**config.mk**
```make
export PLATFORM = sky130hd
export DESIGN_NAME = read_burst_arbiter
export DESIGN_NICKNAME = d
export VERILOG_FILES = /design/src/rtl/fifo_pkg.sv /design/src/rtl/rr_arbiter.sv /design/src/rtl/read_burst_arbiter.sv
export SDC_FILE = /design/constraint.sdc
export NUM_CORES = 1
export LEC_CHECK = 0
export ABC_AREA = 1
export BUFFER_PORTS_ARGS = -buffer_cell sky130_fd_sc_hd__buf_2
export CORE_AREA = 2 2 41 71
export CTS_BUF_LIST = sky130_fd_sc_hd__clkbuf_4 sky130_fd_sc_hd__clkbuf_8 sky130_fd_sc_hd__clkbuf_16
export DETAILED_ROUTE_END_ITERATION = 10
export DIE_AREA = 0 0 43 73
export GPL_TIMING_DRIVEN = 0
export PLACE_DENSITY = 0.82
export SETUP_SLACK_MARGIN = 0.15
export SLEW_MARGIN = 20
export SYNTH_ARGS = -nofsm -noshare
export SYNTH_HDL_FRONTEND = slang
export SYNTH_SLANG_ARGS = --single-unit
```
**constraint.sdc**
```tcl
create_clock -name read_clk -period 2.89 [get_ports read_clk]
set_input_delay 0.4335 -clock read_clk [delete_from_list [all_inputs] [get_ports read_clk]]
set_output_delay 0.4335 -clock read_clk [all_outputs]
set_load 0.1 [all_outputs]
```
**src/rtl/fifo_pkg.sv**
```systemverilog
// Shared types and helpers for the FIFO read-side burst arbiter: state encoding,
// gray-to-binary conversion and beat counter sizing. No logic, no latency.
package fifo_pkg;

    typedef enum logic {
        IDLE  = 1'b0,
        BURST = 1'b1
    } state_t;

    localparam int GRAY_MAX_W = 32;

    // Works for any pointer up to GRAY_MAX_W bits when zero-extended:
    // the extra high zeros do not change the running XOR.
    function automatic logic [GRAY_MAX_W-1:0] gray2bin(input logic [GRAY_MAX_W-1:0] gray);
        logic [GRAY_MAX_W-1:0] bin;
        bin[GRAY_MAX_W-1] = gray[GRAY_MAX_W-1];
        for (int i = GRAY_MAX_W - 2; i >= 0; i--) begin
            bin[i] = bin[i+1] ^ gray[i];
        end
        return bin;
    endfunction

    function automatic int beat_cnt_w(input int burst_len);
        return $clog2(burst_len + 1);
    endfunction

endpackage

```
**src/rtl/rr_arbiter.sv**
```systemverilog
// Combinational round-robin pick: first set req at or after rr_ptr, wrapping.
// Zero latency; no handshake of its own, the caller decides when a pick is taken.
module rr_arbiter
    import fifo_pkg::*;
#(
    parameter int NUM_REQ = 4,
    parameter int IDX_W   = (NUM_REQ > 1) ? $clog2(NUM_REQ) : 1
) (
    input  logic [NUM_REQ-1:0] req,
    input  logic [IDX_W-1:0]   rr_ptr,
    output logic [IDX_W-1:0]   winner,
    output logic               any_req
);

    int               idx;
    logic [IDX_W-1:0] idx_w;

    always_comb begin
        winner  = rr_ptr;
        any_req = 1'b0;
        idx     = 0;
        idx_w   = '0;
        for (int k = 0; k < NUM_REQ; k++) begin
            idx   = (int'(rr_ptr) + k) % NUM_REQ;
            idx_w = IDX_W'(idx);
            if (!any_req && req[idx_w]) begin
                any_req = 1'b1;
                winner  = idx_w;
            end
        end
    end

endmodule

```
**src/rtl/read_burst_arbiter.sv**
```systemverilog
// Shares the FIFO read port among NUM_REQ consumers in whole BURST_LEN-word bursts, round-robin.
// Grant one cycle after a qualifying request, data valid in the grant cycle; out_ready low stalls the pop.
module read_burst_arbiter
    import fifo_pkg::*;
#(
    parameter int ADDRESS_BITS = 4,
    parameter int DATA_WIDTH   = 8,
    parameter int NUM_REQ      = 4,
    parameter int BURST_LEN    = 4
) (
    input  logic                    read_clk,
    input  logic                    read_rst,
    input  logic                    rempty,
    input  logic [ADDRESS_BITS:0]   read_ptr,
    input  logic [ADDRESS_BITS:0]   rq2_write_ptr,
    input  logic [DATA_WIDTH-1:0]   rdata,
    input  logic [NUM_REQ-1:0]      req,
    input  logic [NUM_REQ-1:0]      out_ready,
    output logic                    read_inc,
    output logic [NUM_REQ-1:0]      gnt,
    output logic                    out_valid,
    output logic [DATA_WIDTH-1:0]   out_data,
    output logic                    out_last
);

    localparam int PW    = ADDRESS_BITS + 1;
    localparam int IDX_W = (NUM_REQ > 1) ? $clog2(NUM_REQ) : 1;
    localparam int BW    = beat_cnt_w(BURST_LEN);

    if (BURST_LEN < 1 || BURST_LEN > (1 << ADDRESS_BITS)) begin : g_bad_burst_len
        $error("read_burst_arbiter: BURST_LEN must be in 1..2**ADDRESS_BITS");
    end
    if (NUM_REQ < 2) begin : g_bad_num_req
        $error("read_burst_arbiter: NUM_REQ must be at least 2");
    end
    if (PW > GRAY_MAX_W) begin : g_bad_ptr_w
        $error("read_burst_arbiter: pointer wider than gray2bin supports");
    end

    state_t             state_q,    state_d;
    logic [NUM_REQ-1:0] gnt_q,      gnt_d;
    logic [BW-1:0]      beat_cnt_q, beat_cnt_d;
    logic [IDX_W-1:0]   rr_ptr_q,   rr_ptr_d;
    logic [IDX_W-1:0]   winner_q,   winner_d;

    logic [PW-1:0]      wr_bin;
    logic [PW-1:0]      rd_bin;
    logic [PW-1:0]      occ;
    logic               burst_ready;
    logic [IDX_W-1:0]   arb_winner;
    logic               any_req;
    logic               hs;

    // The synchronised write pointer lags, so occ can only under-report.
    assign wr_bin      = PW'(gray2bin(GRAY_MAX_W'(rq2_write_ptr)));
    assign rd_bin      = PW'(gray2bin(GRAY_MAX_W'(read_ptr)));
    assign occ         = wr_bin - rd_bin;
    assign burst_ready = (occ >= PW'(BURST_LEN));

    rr_arbiter #(
        .NUM_REQ (NUM_REQ),
        .IDX_W   (IDX_W)
    ) u_rr_arbiter (
        .req     (req),
        .rr_ptr  (rr_ptr_q),
        .winner  (arb_winner),
        .any_req (any_req)
    );

    always_ff @(posedge read_clk or negedge read_rst) begin
        if (!read_rst) begin
            state_q    <= IDLE;
            gnt_q      <= '0;
            beat_cnt_q <= '0;
            rr_ptr_q   <= '0;
            winner_q   <= '0;
        end else begin
            state_q    <= state_d;
            gnt_q      <= gnt_d;
            beat_cnt_q <= beat_cnt_d;
            rr_ptr_q   <= rr_ptr_d;
            winner_q   <= winner_d;
        end
    end

    always_comb begin
        state_d    = state_q;
        gnt_d      = gnt_q;
        beat_cnt_d = beat_cnt_q;
        rr_ptr_d   = rr_ptr_q;
        winner_d   = winner_q;
        case (state_q)
            IDLE: begin
                if (any_req && burst_ready) begin
                    state_d    = BURST;
                    winner_d   = arb_winner;
                    gnt_d      = NUM_REQ'(1) << arb_winner;
                    beat_cnt_d = '0;
                end else begin
                    gnt_d = '0;
                end
            end
            BURST: begin
                if (hs) begin
                    if (out_last) begin
                        state_d    = IDLE;
                        gnt_d      = '0;
                        beat_cnt_d = '0;
                        rr_ptr_d   = (winner_q == IDX_W'(NUM_REQ - 1)) ? '0
                                                                       : winner_q + IDX_W'(1);
                    end else begin
                        beat_cnt_d = beat_cnt_q + BW'(1);
                    end
                end
            end
            default: state_d = IDLE;
        endcase
    end

    // Only the granted consumer's ready is looked at; pops never happen outside a burst.
    always_comb begin
        out_valid = (state_q == BURST) && !rempty;
        hs        = out_valid && out_ready[winner_q];
        read_inc  = hs;
        out_last  = out_valid && (beat_cnt_q == BW'(BURST_LEN - 1));
    end

    assign gnt      = gnt_q;
    assign out_data = rdata;

endmodule

```
# Word level (Yosys, flattened, before mapping)
# Index checks and enable logic that the tools add are counted.
# word_totals
output_inout_bits	15
elab_cells	77
ff_bits	12
# op_classes
n_addsub	6
n_shift	1
magnitude_cmp	6
eq_ne	5
n_mux	30
reduce_logical	15
bitwise	9
# op_table
operator	count
2-bit by 3-bit < comparator with 1-bit output, second input constant	5
1-bit two-way mux	12
4-bit two-way mux	3
1-bit binary-select mux with 2-bit select	5
3-bit two-way mux	3
2-bit two-way mux	4
4-bit one-hot mux with 2 select lines	1
1-bit bitwise XOR	8
1-bit logical AND	7
2-bit inequality test, second input constant	3
3-bit one-hot mux with 2 select lines	1
2-bit AND reduction	3
5-bit by 3-bit >= comparator with 1-bit output, second input constant	1
5-bit subtractor	1
2-bit by 1-bit adder with 2-bit output, second input constant	2
2-bit adder, second input constant	2
1-bit zero test	4
1-bit by 2-bit << shifter with 4-bit output, first input constant	1
3-bit by 1-bit adder with 3-bit output, second input constant	1
3-bit by 2-bit == test with 1-bit output, second input constant	1
3-bit AND reduction	1
2-bit == test, second input constant	1
1-bit one-hot mux with 2 select lines	1
1-bit NOT	1

# Longest topological paths before layout
# logic_depth
word_depth	15
ltp_mapped	18
mapped_depth_nobuf	18

# Modules after synthesis
# From an unflattened synthesis, not the netlist that was laid out.
# unflattened
hier_cells	183
area_unflattened_um2	1234.9
# modules_own_cells
module	instances	cells_each	area_per_inst_um2
read_burst_arbiter	1	119	935.9
rr_arbiter	1	64	299.0

# Least setup slack after synthesis
# Ideal clock, no wire load.
# synth_timing
path_kind	input -> register
start	input port rempty
end	register beat_cnt_q[2]
setup_time_ps	84
path_buffers	0
path_slack_ps	-342
stages	5
t_arrival_ps	3148
path_cell_list	nor2_1 nand2_1 inv_1 nand3_1 o21ai_0
# synth_rtl
element	line_no	source
start, declared	read_burst_arbiter.sv:13	input logic rempty,
1-bit zero test	read_burst_arbiter.sv:122	out_valid = (state_q == BURST) && !rempty;
1-bit logical AND	read_burst_arbiter.sv:122	
1-bit logical AND	read_burst_arbiter.sv:123	hs = out_valid && out_ready[winner_q];
via read_inc	read_burst_arbiter.sv:19	output logic read_inc,
2-bit inequality test (no source line)	n/a	
2-bit AND reduction (no source line)	n/a	
end signal, assigned	read_burst_arbiter.sv:80	beat_cnt_q <= beat_cnt_d;
end, declared	read_burst_arbiter.sv:42	logic [BW-1:0] beat_cnt_q, beat_cnt_d;
# The timed path passes the listed nets, and every way through them passes these cells. The select of a mux whose other input is x is not followed.
# A chain may end at the register's enable or synchronous reset.

# Worst setup path after layout
# layout_timing
start	input port read_ptr[3]
end	register beat_cnt_q[0]
# layout_via
elab_chain_len	9
# layout_lines
element	line_no	source
start, declared	read_burst_arbiter.sv:14	input logic [ADDRESS_BITS:0] read_ptr,
1-bit bitwise XOR *	fifo_pkg.sv:18	bin[i] = bin[i+1] ^ gray[i];
1-bit bitwise XOR (3 in series)	fifo_pkg.sv:18	
5-bit subtractor *	read_burst_arbiter.sv:57	assign occ = wr_bin - rd_bin;
5-bit by 3-bit >= comparator with 1-bit output *	read_burst_arbiter.sv:58	assign burst_ready = (occ >= PW'(BURST_LEN));
1-bit logical AND *	read_burst_arbiter.sv:94	if (any_req && burst_ready) begin
2-bit inequality test (no source line) *	n/a	
2-bit AND reduction (no source line) *	n/a	
# Every way passes the cells marked *; elsewhere a longest branch is shown, timed or not.

==> metrics <==
arrival time worst endpoint=2.69 ns; synthesized flop and latch total=12; DR vias=1304; most common cell after layout, fill and taps aside=nand2_1; DR WL/cell=approximately 11 um; critical-path maximum fanout=6; Final nets=269; layout cell share with drive strength beyond 1=0.418; Worst Tran Pin Value=0.485 ns; Final Hold Fails=0; TritonCTS Buffers=3; Congestion Overflow GR=0; Most Frequent Cell on Critical Path=nand2_1; Num Clock Sinks=12; P_int=778 uW; Hold WC Path Type=input pin to asynchronous set/reset pin; Max Clock Skew=0.00206 ns; slew margin rel.=0.679; net count after synthesis=225; Clock Pin Slew Worst Setup and Hold Paths=approximately 0.050 ns; Hold Slack=between 0.05 and 0.06 ns; I/O Buffers=35; min Tclk post-route=between 2 and 3 ns; RSZ-0062 raised after global routing=false; first-pass iteration count of the detailed router=4; commonest non-fill, non-tap cells in the layout=nand2_1, buf_2, nand3_1; switch share=0.580; Worst setup EP type=register; CTS root buffer=clkbuf_8; Max Slew Vio Count=0; max-cap violation count=0; Clk network pwr share=0.100; Buf/Inv on CP=4; gr usage total=0.192; outcome=finished clean; Syn Area/Cell=7.12 um^2; RePlAce Congestion=around 0.9; die footprint=0.00314 mm^2; global-route wire length before repair=~4700 um; Primary FF master, synth=dfrtp_1; Die Span Y=around 73 um; CTS tree=done; largest net degree at the start of global routing=13; via density per instance=about 5.0; htree depth=1; Seq/Total Area, Yosys=0.223; core area=0.00263 mm^2; Post-Synthesis Cell Area=between 0.001 and 0.0015 mm^2; I/O Pins=between 40 and 50; Post-synth EDFFs=0; Lkg Pwr=0.956 nW; final worst path period share=0.890; final WL=around 2900 um; Power Density=roughly 1100 mW/mm^2; delay-heaviest family, CP=XOR/XNOR gates; max incr delay on CP=0.23 ns; Comb pwr share=0.742; final number of setup-violating endpoints=0; Final Instance Area=approximately 0.0017 mm^2; sw power=1.07 mW; clock buffer depth=2; YS warnings=0; worst skew pair latency=approximately 0.24 ns; Required @ worst endpoint=around 3.0 ns; FP Rows=25; diodes inserted=0; DRT antenna net count=0; initial core utilization=0.512; HPWL Detailed=around 2300 um; crit path launch type=input pin; die width=43 um; FFs w/ async S/R, synth=1.00; sequential share of power=0.158; Crit-path slowest cell=fa_2; Netlist cell types=28; Synth Instances=~190; initial DRC count=17; fmax=just under 400 MHz; Inst Count DP=251; VDD IR max=between 0.0006 and 0.0007 V; DRC viols=0; initial antenna violation count=0; vias in the first global route=around 1.2k; Layout Cells excl Fill=roughly 260; Setup CP Type=input pin to register; crit-path cells=buf_2 > xnor2_4 > xor2_2 > xor2_2 > xor2_1 > inv_1 > ha_2 > inv_2 > fa_2 > nand3_2 > nand2_1 > nand2_1 > nand3_2 > inv_1 > nand2_1 > nand3_4 > nand3_1 > o21ai_0; placed inst area=0.00156 mm^2; Area Growth Syn to Fin=27.0%
power by group through the flow:
| stage | sequential, mW | clock [mW] | combinational, mW |
|---|---|---|---|
| finish | 0.292 | 0.186 | 1.37 |
| global route | 0.298 | 0.192 | 1.51 |
| CTS | 0.293 | 0.187 | 1.33 |
| detailed placement | 0.295 | 0 | 1.31 |
| global placement | 0.293 | 0 | 1.29 |
| floorplan | 0.436 | 0 | 0.955 |
sequential cells by signal, indices dropped and copies added (netlist names):
| signal | count |
|---|---|
| beat_cnt_q | 3 |
| state_q | 1 |
| winner_q | 2 |
| gnt | 4 |
| rr_ptr_q | 2 |
per-stage QoR:
stage / total power, mW / setup TNS, ns / setup slack, ns / utilization
6_report: 1.85 / 0 / 0.319 / 0.651
3_3_place_gp: 1.58 / -0.269 / -0.0783 / 0.593
5_1_grt: 2.00 / 0 / 0.0595 / 0.651
4_1_cts: 1.80 / 0 / 0.224 / 0.620
2_1_floorplan: 1.39 / 0 / 0.234 / -
3_5_place_dp: 1.61 / -0.565 / -0.112 / 0.593
routing by layer:
metal | routed length (um) | global-route usage
met2 | 1790 | 0.399
met5 | 0 | 0
met1 | 967 | 0.175
met4 | 86 | 0.0943
met3 | 99 | 0.0149
final timing paths:
path	from	end	slack [ns]	depth (start not counted)
min in group read_clk	gnt[1]	gnt[1]	0.47	2
max in group asynchronous	read_rst	winner_q[1]	2.62	1
worst max register to register	rr_ptr_q[1]	gnt[3]	1.26	15
worst max-delay path	read_ptr[3]	beat_cnt_q[0]	0.32	18
worst min register to register	gnt[1]	gnt[1]	0.47	2
worst min-delay path	read_rst	beat_cnt_q[0]	0.06	1
synthesized netlist by cell type (2+ instances only):
cell type | n | area, um^2
inv_1 | 17 | 63.8
nor2_1 | 7 | 26.3
ha_1 | 6 | 75.1
buf_6 | 2 | 22.5
xor2_1 | 4 | 35.0
nand3_1 | 20 | 100
o21ai_0 | 8 | 40.0
dfrtp_1 | 12 | 300
nand2_2 | 15 | 93.8
xnor2_1 | 4 | 35.0
a21oi_1 | 2 | 10.0
nand2_4 | 4 | 45.0
nand3_2 | 3 | 30.0
buf_4 | 9 | 67.6
nand2_1 | 60 | 225
xor2_2 | 3 | 48.8
inv_2 | 2 | 7.51
cell families (layout without fill, tap and decap cells):
logic type,after synthesis,after routing,synth area share
xor gates and xnor gates,12,12,0.100
AOI/OAI and AO/OA,13,13,0.0530
DFF,12,12,0.223
buffers and inverters,31,74,0.125
and+or+nand+nor,114,114,0.428
adders and majority gates,7,7,0.0706
repair_timing:
item,4_1_cts,5_1_grt
hold buffers,0,0
endpoints found under the hold margin,0,0
resized for setup,0,12
buffers inserted,2,2
endpoints found under the setup margin,2,10
pin swaps,2,9
worst reg2reg max path, stage by stage, from the launching register on:
cell,delay (ns)
dfrtp_1,0.37
buf_6,0.14
inv_4,0.10
nand2_1,0.07
nand2_2,0.12
nand2_2,0.08
nand2_4,0.12
nand2_2,0.06
nand2_1,0.06
nand2_1,0.05
nand2_1,0.07
nand2_2,0.07
nand2_2,0.09
inv_2,0.04
nand2_1,0.05
nand2_1,0.04
layout make-up:
class                      instances  area (um^2)
multi-input combinational        146          948
fill                             262          917
sequential                        12          300
timing repair buffer              39          205
buffer                            11         90.1
inverter                          20         77.6
clock buffer                       4         55.1
tap                               27         33.8
No activity file was read; power rests on OpenSTA's default activity.
